===== config.mk =====
export PLATFORM = sky130hd
export DESIGN_NAME = mul_seq_flat
export DESIGN_NICKNAME = d
export VERILOG_FILES = /design/src/rtl/mul_seq_if.sv /design/src/rtl/mul_seq.sv /design/src/flat_wrapper.sv
export SDC_FILE = /design/constraint.sdc
export NUM_CORES = 1
export LEC_CHECK = 0
export ABC_AREA = 1
export CAP_MARGIN = 20
export CORE_MARGIN = 4
export CORE_UTILIZATION = 48
export DETAILED_ROUTE_END_ITERATION = 10
export PLACE_DENSITY = 0.69
export SLEW_MARGIN = 15
export SYNTH_ARGS = -nofsm -noshare
export SYNTH_HDL_FRONTEND = slang
export SYNTH_SLANG_ARGS = --single-unit

===== constraint.sdc =====
create_clock -name clk -period 2.7 [get_ports clk]
set_clock_uncertainty 0.15 [all_clocks]
set_input_delay 0.54 -clock clk [delete_from_list [all_inputs] [get_ports clk]]
set_output_delay 0.54 -clock clk [all_outputs]
set_load 0.02 [all_outputs]

===== src/rtl/mul_seq_if.sv =====
// Start/busy/done handshake bundle for the sequential multiplier.
// The requester drives start/x/y; the multiplier returns busy/done/out.
interface mul_seq_if #(
  parameter int W = 8
) ();
  logic           start;
  logic [W-1:0]   x;
  logic [W-1:0]   y;
  logic           busy;
  logic           done;
  logic [2*W-1:0] out;

  modport master (output start, x, y, input busy, done, out);
  modport slave  (input start, x, y, output busy, done, out);
endinterface


===== src/rtl/mul_seq.sv =====
// Shift-add multiplier: W-bit x W-bit -> 2W-bit product, one multiplier bit per clock, W cycles latency.
// start is ignored while busy; out holds the last result. SIGNED_MUL_EN selects two's complement operands.
module mul_seq #(
  parameter int W = 8
) (
  input  logic       clk,
  input  logic       rst_n,
  mul_seq_if.slave   bus
);
  localparam int CW = $clog2(W + 1);

  typedef enum logic {IDLE, RUN} state_t;

  state_t         r_state;
  state_t         w_state_nxt;
  logic [2*W-1:0] r_mcand;
  logic [W-1:0]   r_ysr;
  logic [2*W-1:0] r_acc;
  logic [CW-1:0]  r_cnt;
  logic [2*W-1:0] r_out;
  logic           r_done;

  logic           w_load;
  logic           w_step;
  logic           w_fin;
  logic           w_last;
  logic [2*W-1:0] w_pp;
  logic [2*W-1:0] w_acc_nxt;
  logic [2*W-1:0] w_mcand_init;

  assign w_last = (r_cnt == CW'(1));
  assign w_pp   = r_ysr[0] ? r_mcand : '0;

`ifdef SIGNED_MUL_EN
  // The multiplier MSB carries negative weight, so its partial product is subtracted.
  assign w_acc_nxt    = w_last ? (r_acc - w_pp) : (r_acc + w_pp);
  assign w_mcand_init = {{W{bus.x[W-1]}}, bus.x};
`else
  assign w_acc_nxt    = r_acc + w_pp;
  assign w_mcand_init = {{W{1'b0}}, bus.x};
`endif

  always_comb begin
    w_state_nxt = r_state;
    w_load      = 1'b0;
    w_step      = 1'b0;
    w_fin       = 1'b0;
    case (r_state)
      IDLE: begin
        if (bus.start) begin
          w_state_nxt = RUN;
          w_load      = 1'b1;
        end
      end
      RUN: begin
        w_step = 1'b1;
        if (w_last) begin
          w_state_nxt = IDLE;
          w_fin       = 1'b1;
        end
      end
      default: w_state_nxt = IDLE;
    endcase
  end

  always_ff @(posedge clk or negedge rst_n) begin
    if (!rst_n) begin
      r_state <= IDLE;
      r_mcand <= '0;
      r_ysr   <= '0;
      r_acc   <= '0;
      r_cnt   <= '0;
      r_out   <= '0;
      r_done  <= 1'b0;
    end else begin
      r_state <= w_state_nxt;
      r_done  <= w_fin;
      if (w_load) begin
        r_mcand <= w_mcand_init;
        r_ysr   <= bus.y;
        r_acc   <= '0;
        r_cnt   <= CW'(W);
      end else if (w_step) begin
        r_acc   <= w_acc_nxt;
        r_mcand <= r_mcand << 1;
        r_ysr   <= r_ysr >> 1;
        r_cnt   <= r_cnt - CW'(1);
      end
      // Result becomes visible only on the completing edge.
      if (w_fin) begin
        r_out <= w_acc_nxt;
      end
    end
  end

  assign bus.busy = (r_state == RUN);
  assign bus.done = r_done;
  assign bus.out  = r_out;
endmodule


===== src/flat_wrapper.sv =====
// flat-port wrapper written by rule: the top's interface ports become plain ports
module mul_seq_flat 
#(
  parameter int W = 8
)
  (clk, rst_n, bus_start, bus_x, bus_y, bus_busy, bus_done, bus_out);
  mul_seq_if #(.W(W)) bus_i ();
  input  logic clk;
  input  logic rst_n;
  input wire logic [$bits(bus_i.start)-1:0] bus_start;
  input wire logic [$bits(bus_i.x)-1:0] bus_x;
  input wire logic [$bits(bus_i.y)-1:0] bus_y;
  output wire logic [$bits(bus_i.busy)-1:0] bus_busy;
  output wire logic [$bits(bus_i.done)-1:0] bus_done;
  output wire logic [$bits(bus_i.out)-1:0] bus_out;
  assign bus_i.start = bus_start;
  assign bus_i.x = bus_x;
  assign bus_i.y = bus_y;
  assign bus_busy = bus_i.busy;
  assign bus_done = bus_i.done;
  assign bus_out = bus_i.out;
  mul_seq #(.W(W)) u_core (.clk(clk), .rst_n(rst_n), .bus(bus_i));
endmodule

After elaboration in Yosys (flattened, before gate mapping) --
Cells that the tools add are included.
Storage, ports and cells: bits in registers 62, output and inout bits 18, word-level logic and storage cells 28
Cells by class: $add $sub $neg 2, equality and inequality tests 1, muxes and demuxes 16, bitwise operators 1, reductions and logical operators 1
Operators by type and width (count):
- 16-bit 2-to-1 mux | 5
- 16-bit adder | 1
- 8-bit 2-to-1 mux | 2
- 4-bit 2-to-1 mux | 2
- 1-bit 2-to-1 mux | 6
- 4-bit by 1-bit == test with 1-bit output, second input constant | 1
- 4-bit by 1-bit subtractor with 4-bit output, second input constant | 1
- 1-bit one-hot mux with 2 select lines | 1
- 2-bit nonzero test | 1
- 1-bit NOT | 1

Depth between registers and ports, before layout --
Gate-level depths: netlist (run 1).
word-level depth 4, mapped depth 15, gate-level depth less buffers 13

Worst setup path before layout (run 1) --
OpenSTA, ideal clock, no wires.
path type register -> register, start point register u_core.r_ysr[0], end point register u_core.r_out[6], in the netlist u_core.bus.out[6], arrival 1.959 ns, data required time 2.433 ns, setup slack 0.474 ns, cell stages (with the launch flop) 14, path buffers 2, cells stage by stage dfrtp_1 buf_2 clkbuf_1 nand2_1 inv_1 ha_1 fa_1 nand2_1 nand2_1 nand3b_1 nand2_1 or2_1 nand3_1 nand2_1
Between the ends: cells in the longest elaborated chain, start to end 2
RTL lines:
- from (decl) | RTL line mul_seq.sv:17 | logic [W-1:0] r_ysr;
- from (signal assigned) | RTL line mul_seq.sv:80 | r_ysr <= bus.y;
- from (signal assigned) | RTL line mul_seq.sv:86 | r_ysr <= r_ysr >> 1;
- 16-bit 2-to-1 mux | RTL line mul_seq.sv:32 | assign w_pp = r_ysr[0] ? r_mcand : '0;
- 16-bit adder | RTL line mul_seq.sv:39 | assign w_acc_nxt = r_acc + w_pp;
- to (signal assigned) | RTL line mul_seq.sv:91 | r_out <= w_acc_nxt;
- to (decl) | RTL line mul_seq.sv:20 | logic [2*W-1:0] r_out;
No other way between the ends. A chain may end at the register's enable or synchronous reset.

Final worst setup path (run 1) --
start point register u_core.r_state, in the netlist u_core.bus.busy, end point output bus_busy
RTL lines:
- from (decl) | RTL line mul_seq.sv:14 | state_t r_state;
- from (signal assigned) | RTL line mul_seq.sv:76 | r_state <= w_state_nxt;
- to (decl) | RTL line flat_wrapper.sv:13 | output wire logic [$bits(bus_i.busy)-1:0] bus_busy;
No word-level cell between the ends.

==> metrics.txt, run 1 <==
CTS tree built; P per Cell Area 1020 nW/um^2; TNS Setup 0 ns; Final WS setup 0.367 ns; flops & latches, synth 62; final setup vio count 0; WL/cell 12.4 um; Root Driver clkbuf_8; Post-CTS Setup Inserts 0; HPWL Detailed 5.37 mm; worst path arrival time 1.64 ns; first-pass GRT wire length 12.7 mm; final core utilization 0.607; Main synth FF type dfrtp_1; worst path buffer plus inverter count 1; share of cells above drive strength 1 0.0600; H-tree depth 3; outcome finished clean; number of global-route vias before repair 2,752; EDFF count, synth 0; DR vias 2,898; Crit-path slowest cell clkdlybuf4s50_1; Cells after Synth 457; # diodes 0; Synth Warn # 0; FFs w/ async S/R, synth 1.00; drc violations 0; Final GP Congestion 0.837; Hold Crit Class in2async; Initial DRC Count 139; family with the most delay on the worst path buffers and inverters; CP startpoint kind flip-flop; die width 92.7 um; grt met1 use 0.254; I/O Pins 37; number of port buffers 36; final net count 532; Skew-Pair Late Insertion Delay 0.35 ns; Syn Area/Cell 7.54 sq um; Max Freq 429 MHz; P_leak 0.00227 uW; post-route ant nets 0; P&R area growth vs syn 21.1%; Cell Rows 30; largest net degree at the start of global routing 37; worst-margin pin slew 0.658 ns; met2 Usage GRT 0.293; crit share post-route 0.864; Max-slew headroom 0.562; syn nets 494; pre-CTS setup slack 0.408 ns; Post-Syn Area 3440 sq um; Worst Path Required 2.01 ns; global route overflow 0; Final Hold Viols 0; critical path class reg2out; Final min period 2.33 ns; RSZ-0062 raised after global routing false; CTS buffer count 9; GR met3 Demand/Resource 0.0439; Routed WL 7.41 mm; die area 8600 sq um; drt first pass iters 4; Crit path largest cell delay 0.69 ns; worst-path fanout max 11; # hold bufs at CTS 0; crit end category primary output; Clock Pin Slew Worst Setup and Hold Paths 0.07 ns; clock sinks 62; Core ar. 6870 sq um; post-cts sizing count 0; global routing's busiest layer met2; critical-path cell list clkdlybuf4s50_1; gr usage total 0.188; Slew Limit Fails 0; vias per inst 4.86; Seq/Total Area, Yosys 0.450; VDD IR max 658 uV; DIE HEIGHT 92.7 um; initial core utilization 0.501; library cells used by synthesis 32; initial antenna violation count 0; max-cap viol count 0; maximum clock path buffer count 2
-- worst paths after layout --
| check | from | end | slack [ns] | cells after the start |
|---|---|---|---|---|
| hold / removal | rst_n | u_core.r_ysr[7] | 0.07 | 1 |
| min in group clk | u_core.bus.out[2] | u_core.bus.out[2] | 0.32 | 2 |
| max in group asynchronous | rst_n | u_core.r_acc[8] | 1.72 | 2 |
| setup reg to reg | u_core.r_ysr[0] | u_core.bus.out[6] | 0.42 | 11 |
| setup / recovery | u_core.bus.busy | bus_busy | 0.37 | 1 |
| hold reg to reg | u_core.bus.out[2] | u_core.bus.out[2] | 0.32 | 2 |
-- report_power, final --
group          total, uW  leakage, uW  internal [uW]  switching [uW]
Clock               1110     0.000132            730             383
Combinational       1600      0.00132            650             946
Sequential          1540     0.000813           1290             246
-- layer usage --
layer | up-vias | share of wire | routed length, um
met4 | 0 | 0.017 | 126
met5 | - | 0 | 0
met2 | 70 | 0.45 | 3340
li1 | 1505 | - | -
met3 | 12 | 0.053 | 394
met1 | 1311 | 0.48 | 3550
-- state kept, by name, indices dropped and copies added (netlist names) --
signal	count
u_core.r_cnt	4
u_core.r_mcand	16
u_core.bus.done	1
u_core.r_acc	16
u_core.bus.busy	1
u_core.bus.out	16
u_core.r_ysr	8
-- metrics by stage --
| stage | instance area, sq um | hold WS (ns) | instances | total power (uW) |
|---|---|---|---|---|
| floorplan | 3440 | 0.0944 | 457 | 2610 |
| global placement | 3900 | 0.306 | 580 | 3100 |
| detailed placement | 3900 | 0.310 | 580 | 3160 |
| CTS | 4170 | 0.0735 | 596 | 4280 |
| global route | 4170 | 0.104 | 596 | 4560 |
| finish | 4170 | 0.0696 | 596 | 4250 |
-- kinds of logic after synthesis --
kind of cell / after synthesis / share of synthesized area
adder cells (fa/ha/maj): 18 / 0.0676
AND/OR/NAND/NOR: 238 / 0.286
flip-flops: 62 / 0.450
buffers and inverters: 90 / 0.102
XOR/XNOR: 5 / 0.0127
AO/OA/AOI/OAI: 44 / 0.0810
-- synth_stat cells (2+ instances only) --
library cell    n  area [sq um]
nand3_1        29           145
nand2_1       178           668
o211ai_1        5          37.5
o221ai_1        7          61.3
inv_1          74           278
nor3_1          3          15.0
or2_1           4          25.0
nand2_2         2          12.5
dfrtp_1        62          1550
a22oi_1         2          15.0
o22ai_1         8          50.1
ha_1           17           213
o21ai_1         4          20.0
nand3b_1        4          30.0
inv_2           3          11.3
a21oi_1         6          30.0
clkbuf_1        3          11.3
xor2_1          4          35.0
buf_2           8          40.0
o21ai_0        10          50.1
nor2_1         13          48.8
-- final cells by class --
type	instances	area, sq um
fillers	611	2700
clock buffers	10	138
clock inverters	6	133
flip-flops and latches	62	1550
inverters	77	289
well taps	96	120
repair buffers	40	398
multi-input cells	305	1540
-- cells in the final DEF (no fill, tap or decap) --
master,count
ha_1,17
o211ai_1,5
nor2_2,1
clkbuf_8,10
xor2_1,4
nand4_1,1
o21ai_1,4
o221ai_1,7
buf_12,1
a22oi_1,2
buf_4,3
nor3_1,3
o21ai_0,10
inv_2,3
clkdlybuf4s50_1,35
a31oi_1,1
o22ai_1,8
inv_1,74
nand2_1,178
xnor2_1,1
or2_1,4
nor2_4,1
clkinv_2,1
a22o_1,1
fa_1,1
nor2_1,13
and2_4,1
nand3b_1,4
buf_2,1
bufinv_16,4
clkinvlp_4,1
nand2_2,2
dfrtp_1,62
or2_4,1
a21oi_1,6
nand3_1,29
Note: power is estimated with default switching activity, not from simulation.
==> run 2, diff against run 1 <==
Clock period 2.7 ns to 2.9 ns, I/O delays scaled along.
==> run 2 against run 1 <==
Compared with the run above: final cell count grew 0.50%; sequential share of layout area grew 0.22 points; sequential power shrank 8%; largest power group unchanged; highest routed layer unchanged; final area shrank 0.60%.
==> metrics.txt, run 2 (synthesis results as in run 1) <==
outcome finished clean (unchanged); worst-path fanout max 17 (was 11); initial antenna violation count 0 (unchanged); Cell Rows 30 (unchanged); P_leak 0.00226 uW (was 0.00227 uW); largest net degree at the start of global routing 29 (was 37); Worst Path Required 2.98 ns (was 2.01 ns); Initial DRC Count 141 (was 139); H-tree depth 3 (unchanged); sw frac 0.383 (was 0.371); Slew Limit Fails 0 (unchanged); HPWL Detailed 5.39 mm (was 5.37 mm); vias per inst 4.91 (was 4.86); Worst Hold Depth 2; gr usage total 0.190 (was 0.188); final net count 535 (was 532); Reg power frac 0.371 (was 0.362); Fin Hold WS 0.322 ns (was 0.0696 ns); drt first pass iters 4 (unchanged); fill count 651 (was 611); global route overflow 0 (unchanged); worst path arrival time 2.38 ns (was 1.64 ns); Post-CTS Setup Inserts 0 (unchanged); post-cts sizing count 0 (unchanged); pre-CTS setup slack 0.615 ns (was 0.408 ns); crit share post-route 0.793; Internal 2340 uW (was 2670 uW); post-route ant nets 0 (unchanged); Comb power frac 0.398 (was 0.376); crit end category flip-flop (was primary output); Routed WL 7.31 mm (was 7.41 mm); # diodes 0 (unchanged); number of global-route vias before repair 2,768 (was 2,752); Final GP Congestion 0.843 (was 0.837); max-cap viol count 0 (unchanged); Post-DP Area 3900 sq um (about the same); RSZ-0062 raised after global routing false (unchanged); die width 92.7 um (unchanged); share of cells above drive strength 1 0.0636 (was 0.0600); CP startpoint kind flip-flop (unchanged); initial core utilization 0.501 (unchanged); most common cell after layout, fill and taps aside nand2_1 (unchanged); maximum clock path buffer count 2 (unchanged); Final Hold Viols 0 (unchanged); critical path class reg2reg (was reg2out); P&R area growth vs syn 20.3% (was 21.1%); # hold bufs at CTS 1 (was 0); CTS buffer count 9 (unchanged); Hold Crit Class reg2reg (was in2async); Clk pwr share 0.230 (was 0.262); final instance area 4150 sq um (was 4170 sq um); Root Driver clkbuf_8 (unchanged); Skew-Pair Late Insertion Delay 0.35 ns (about the same); final setup vio count 0 (unchanged); drc violations 0 (unchanged); reg2reg path depth 11 (unchanged); worst-margin pin slew 0.624 ns (was 0.658 ns); DIE HEIGHT 92.7 um (unchanged); TNS Setup 0 ns (unchanged); most frequent cells in the layout nand2_1, inv_1, dfrtp_1 (unchanged); I/O Pins 37 (unchanged); first-pass GRT wire length 12.9 mm (was 12.7 mm); clock sinks 62 (unchanged); number of port buffers 36 (unchanged); sw power 1450 uW (was 1580 uW); Final min period 2.30 ns; WL/cell 12.2 um (was 12.4 um); Max Freq 435 MHz; P per Cell Area 916 nW/um^2 (was 1020 nW/um^2); Clock Pin Slew Worst Setup and Hold Paths 0.07 ns (about the same); die area 8600 sq um (unchanged); Core ar. 6870 sq um (unchanged); CTS tree built (unchanged); Max-slew headroom 0.584 (was 0.562); Final WS setup 0.600 ns (was 0.367 ns); VDD IR max 556 uV (was 658 uV); DR vias 2,943 (was 2,898)
==> run 2: changes by cell type in the layout (fill, tap and decap cells not counted) <==
| cell | change |
|---|---|
| clkinv_4 | +1 |
| clkbuf_8 | +1 |
| dlygate4sd3_1 | +1 |
| buf_12 | -1 |
| buf_4 | +3 |
| bufinv_16 | -2 |
==> run 2: worst paths after layout <==
check / from / endpoint / slack [ns]
max reg2reg: u_core.r_ysr[0] / u_core.r_acc[6] / 0.60
min reg2reg: u_core.bus.out[2] / u_core.bus.out[2] / 0.32
min in group asynchronous: rst_n / u_core.r_ysr[3] / 0.49
max in group asynchronous: rst_n / u_core.bus.out[7] / 1.45
min: u_core.bus.out[2] / u_core.bus.out[2] / 0.32
max: u_core.r_ysr[0] / u_core.r_acc[6] / 0.60
==> run 2: routing by layer <==
| layer | part of all wire | GRT usage | routed length (um) |
|---|---|---|---|
| met2 | 0.46 | 0.286 | 3360 |
| met5 | 0 | 0 | 0 |
| met3 | 0.049 | 0.0479 | 359 |
| met4 | 0.0081 | 0.0659 | 59 |
| met1 | 0.48 | 0.266 | 3530 |
==> run 2: stage by stage <==
stage,util,cells,power (uW)
final,0.603,599,3800
after global routing,0.603,599,4100
after CTS,0.603,599,3830
after detailed placement,0.568,582,2950
after global placement,0.568,582,2900
after floorplan,-,457,2430
==> run 2: power by group through the flow <==
stage | sequential [uW] | clock, uW | combinational [uW]
after floorplan | 1490 | 0 | 941
after global placement | 1420 | 0 | 1490
after detailed placement | 1420 | 0 | 1520
after CTS | 1410 | 891 | 1530
after global routing | 1450 | 930 | 1720
final | 1410 | 874 | 1510
==> run 2: cell type report <==
cell class / instances / area (sq um) / share of cell area
well taps: 96 / 120 / 0.0290
repair buffers: 43 / 410 / 0.0990
flip-flops and latches: 62 / 1550 / 0.374
multi-input cells: 305 / 1540 / 0.372
inverters: 77 / 289 / 0.0697
clock inverters: 5 / 81.3 / 0.0196
clock buffers: 11 / 151 / 0.0365
==> run 2: critical path, stage by stage (launching register included) <==
cell      delay, ns
dfrtp_1        0.55
nand2_1        0.12
inv_1          0.05
ha_1           0.20
fa_1           0.40
nand2_1        0.09
nand2_1        0.07
nand3b_1       0.09
nand2_1        0.10
or2_1          0.24
nand3_1        0.07
nand2_1        0.05
==> run 3, diff against run 2 <==
Clock period 2.9 ns to 2.2 ns, I/O delays scaled along.
==> run 3 against run 2 <==
Compared with the run above: final area rose by 3.0%; non-clock buffer count is 3 higher; power is 36% higher; core utilization is 1.8 points higher; clock power up 29%.
==> metrics.txt, run 3 (synthesis results as in run 1) <==
outcome finished clean (unchanged); Slew Limit Fails 0 (unchanged); CTS buffer count 9 (unchanged); largest net degree at the start of global routing 41 (was 29); RSZ-0062 raised after global routing false (unchanged); Initial DRC Count 147 (was 141); TNS Setup 0 ns (unchanged); P&R area growth vs syn 24.0% (was 20.3%); Max Freq 485 MHz (was 435 MHz); worst-path fanout max 15 (was 17); die area 8600 sq um (unchanged); DIE HEIGHT 92.7 um (unchanged); Final min period 2.06 ns (was 2.30 ns); DR vias 2,950 (was 2,943); critical path class reg2reg (unchanged); # diodes 0 (unchanged); Skew-Pair Late Insertion Delay 0.35 ns (about the same); H-tree depth 3 (unchanged); max-cap viol count 0 (unchanged); initial antenna violation count 0 (unchanged); first-pass GRT wire length 13.1 mm (was 12.9 mm); Root Driver clkbuf_8 (unchanged); Routed WL 7.72 mm (was 7.31 mm); Core ar. 6870 sq um (unchanged); I/O Pins 37 (unchanged); die width 92.7 um (unchanged); Cell Rows 30 (unchanged); Hold Crit Class reg2reg (unchanged); Fin Hold WS 0.328 ns (was 0.322 ns); Worst Path Required 2.29 ns (was 2.98 ns); initial core utilization 0.501 (unchanged); clock sinks 62 (unchanged); global route overflow 0 (unchanged); worst path arrival time 2.15 ns (was 2.38 ns); HPWL Detailed 5.59 mm (was 5.39 mm); gr usage total 0.192 (was 0.190); drc violations 0 (unchanged); vias per inst 4.91 (about the same); P_leak 0.00227 uW (was 0.00226 uW); Final GP Congestion 0.866 (was 0.843); Max-slew headroom 0.538 (was 0.584); share of cells above drive strength 1 0.0931 (was 0.0636); Post-CTS Setup Inserts 0 (unchanged); VDD IR max 606 uV (was 556 uV); final core utilization 0.622 (was 0.603); crit share post-route 0.937 (was 0.793); WL/cell 12.8 um (was 12.2 um); number of global-route vias before repair 2,960 (was 2,768); final setup vio count 0 (unchanged); worst-margin pin slew 0.692 ns (was 0.624 ns); most common cell after layout, fill and taps aside nand2_1 (unchanged); number of port buffers 36 (unchanged); CP startpoint kind flip-flop (unchanged); drt first pass iters 4 (unchanged); CTS tree built (unchanged); maximum clock path buffer count 2 (unchanged); post-route ant nets 0 (unchanged); Final Hold Viols 0 (unchanged); most frequent cells in the layout nand2_1, inv_1, dfrtp_1 (unchanged); P per Cell Area 1210 nW/um^2 (was 916 nW/um^2); Clock Pin Slew Worst Setup and Hold Paths 0.06 ns (was 0.07 ns); final net count 538 (was 535); crit end category flip-flop (unchanged)
-- run 3: cell types whose count changed in the layout (fill, tap and decap cells not counted), moves of 2 or more --
cell / change
ha_1: -6
ha_4: +6
nand2_1: -3
nand2_2: +3
a21oi_1: -2
a21oi_2: +2
-- run 3: through the flow --
stage,cell area (sq um),setup WS [ns],std cells,total power (uW)
after detailed placement,3940,0.0975,585,3950
after global placement,3940,0.106,585,3900
final,4270,0.140,601,5180
after global routing,4270,0.000409,601,5560
after floorplan,3450,0.00932,457,3210
after CTS,4170,0.0794,601,5090
-- run 3: layout make-up --
| type | instances | area (sq um) |
|---|---|---|
| Clock inverter | 4 | 70.1 |
| Fill cell | 621 | 2600 |
| Tap cell | 96 | 120 |
| Timing Repair Buffer | 46 | 449 |
| Sequential cell | 62 | 1550 |
| Inverter | 77 | 289 |
| Clock buffer | 11 | 151 |
| Multi-Input combinational cell | 305 | 1640 |
-- run 3: layer usage --
metal,track usage,share of wire,up-vias,routed length [um]
met4,0.100,0.026,0,200
met2,0.298,0.44,78,3380
met5,0,0,-,0
met1,0.256,0.48,1340,3690
met3,0.0366,0.058,18,451
li1,-,-,1514,-
-- run 3: repair_timing --
action,4_1_cts,5_1_grt
hold buffers,1,0
setup endpoints to repair,0,15
hold endpoints to repair,22,0
resized for setup,0,14
-- run 3: critical path, cell delays in order (launching register included) --
cell,delay (ns)
dfrtp_1,0.40
buf_6,0.16
nand2_1,0.06
inv_1,0.05
ha_1,0.31
or2_4,0.25
nand3b_1,0.10
nand2_2,0.08
nand2_1,0.10
nand3_1,0.10
nand3_1,0.12
nand2_1,0.06
-- run 3: report_power, final --
| part | internal (uW) | switching [uW] | leakage, uW | total, uW |
|---|---|---|---|---|
| Sequential | 1590 | 295 | 0.000813 | 1880 |
| Combinational | 913 | 1250 | 0.00134 | 2160 |
| Clock | 689 | 446 | 0.000115 | 1130 |
-- run 3: final timing paths --
path                                   start           endpoint  slack (ns)  depth (start not counted)
setup / recovery             u_core.r_ysr[0]   u_core.r_acc[13]        0.14                         11
min in group asynchronous              rst_n  u_core.bus.out[2]        0.47                          2
max in group asynchronous              rst_n   u_core.r_acc[15]        0.82                          3
setup reg to reg             u_core.r_ysr[0]   u_core.r_acc[13]        0.14                         11
hold reg to reg            u_core.bus.out[2]  u_core.bus.out[2]        0.33                          2
hold / removal             u_core.bus.out[2]  u_core.bus.out[2]        0.33                          2
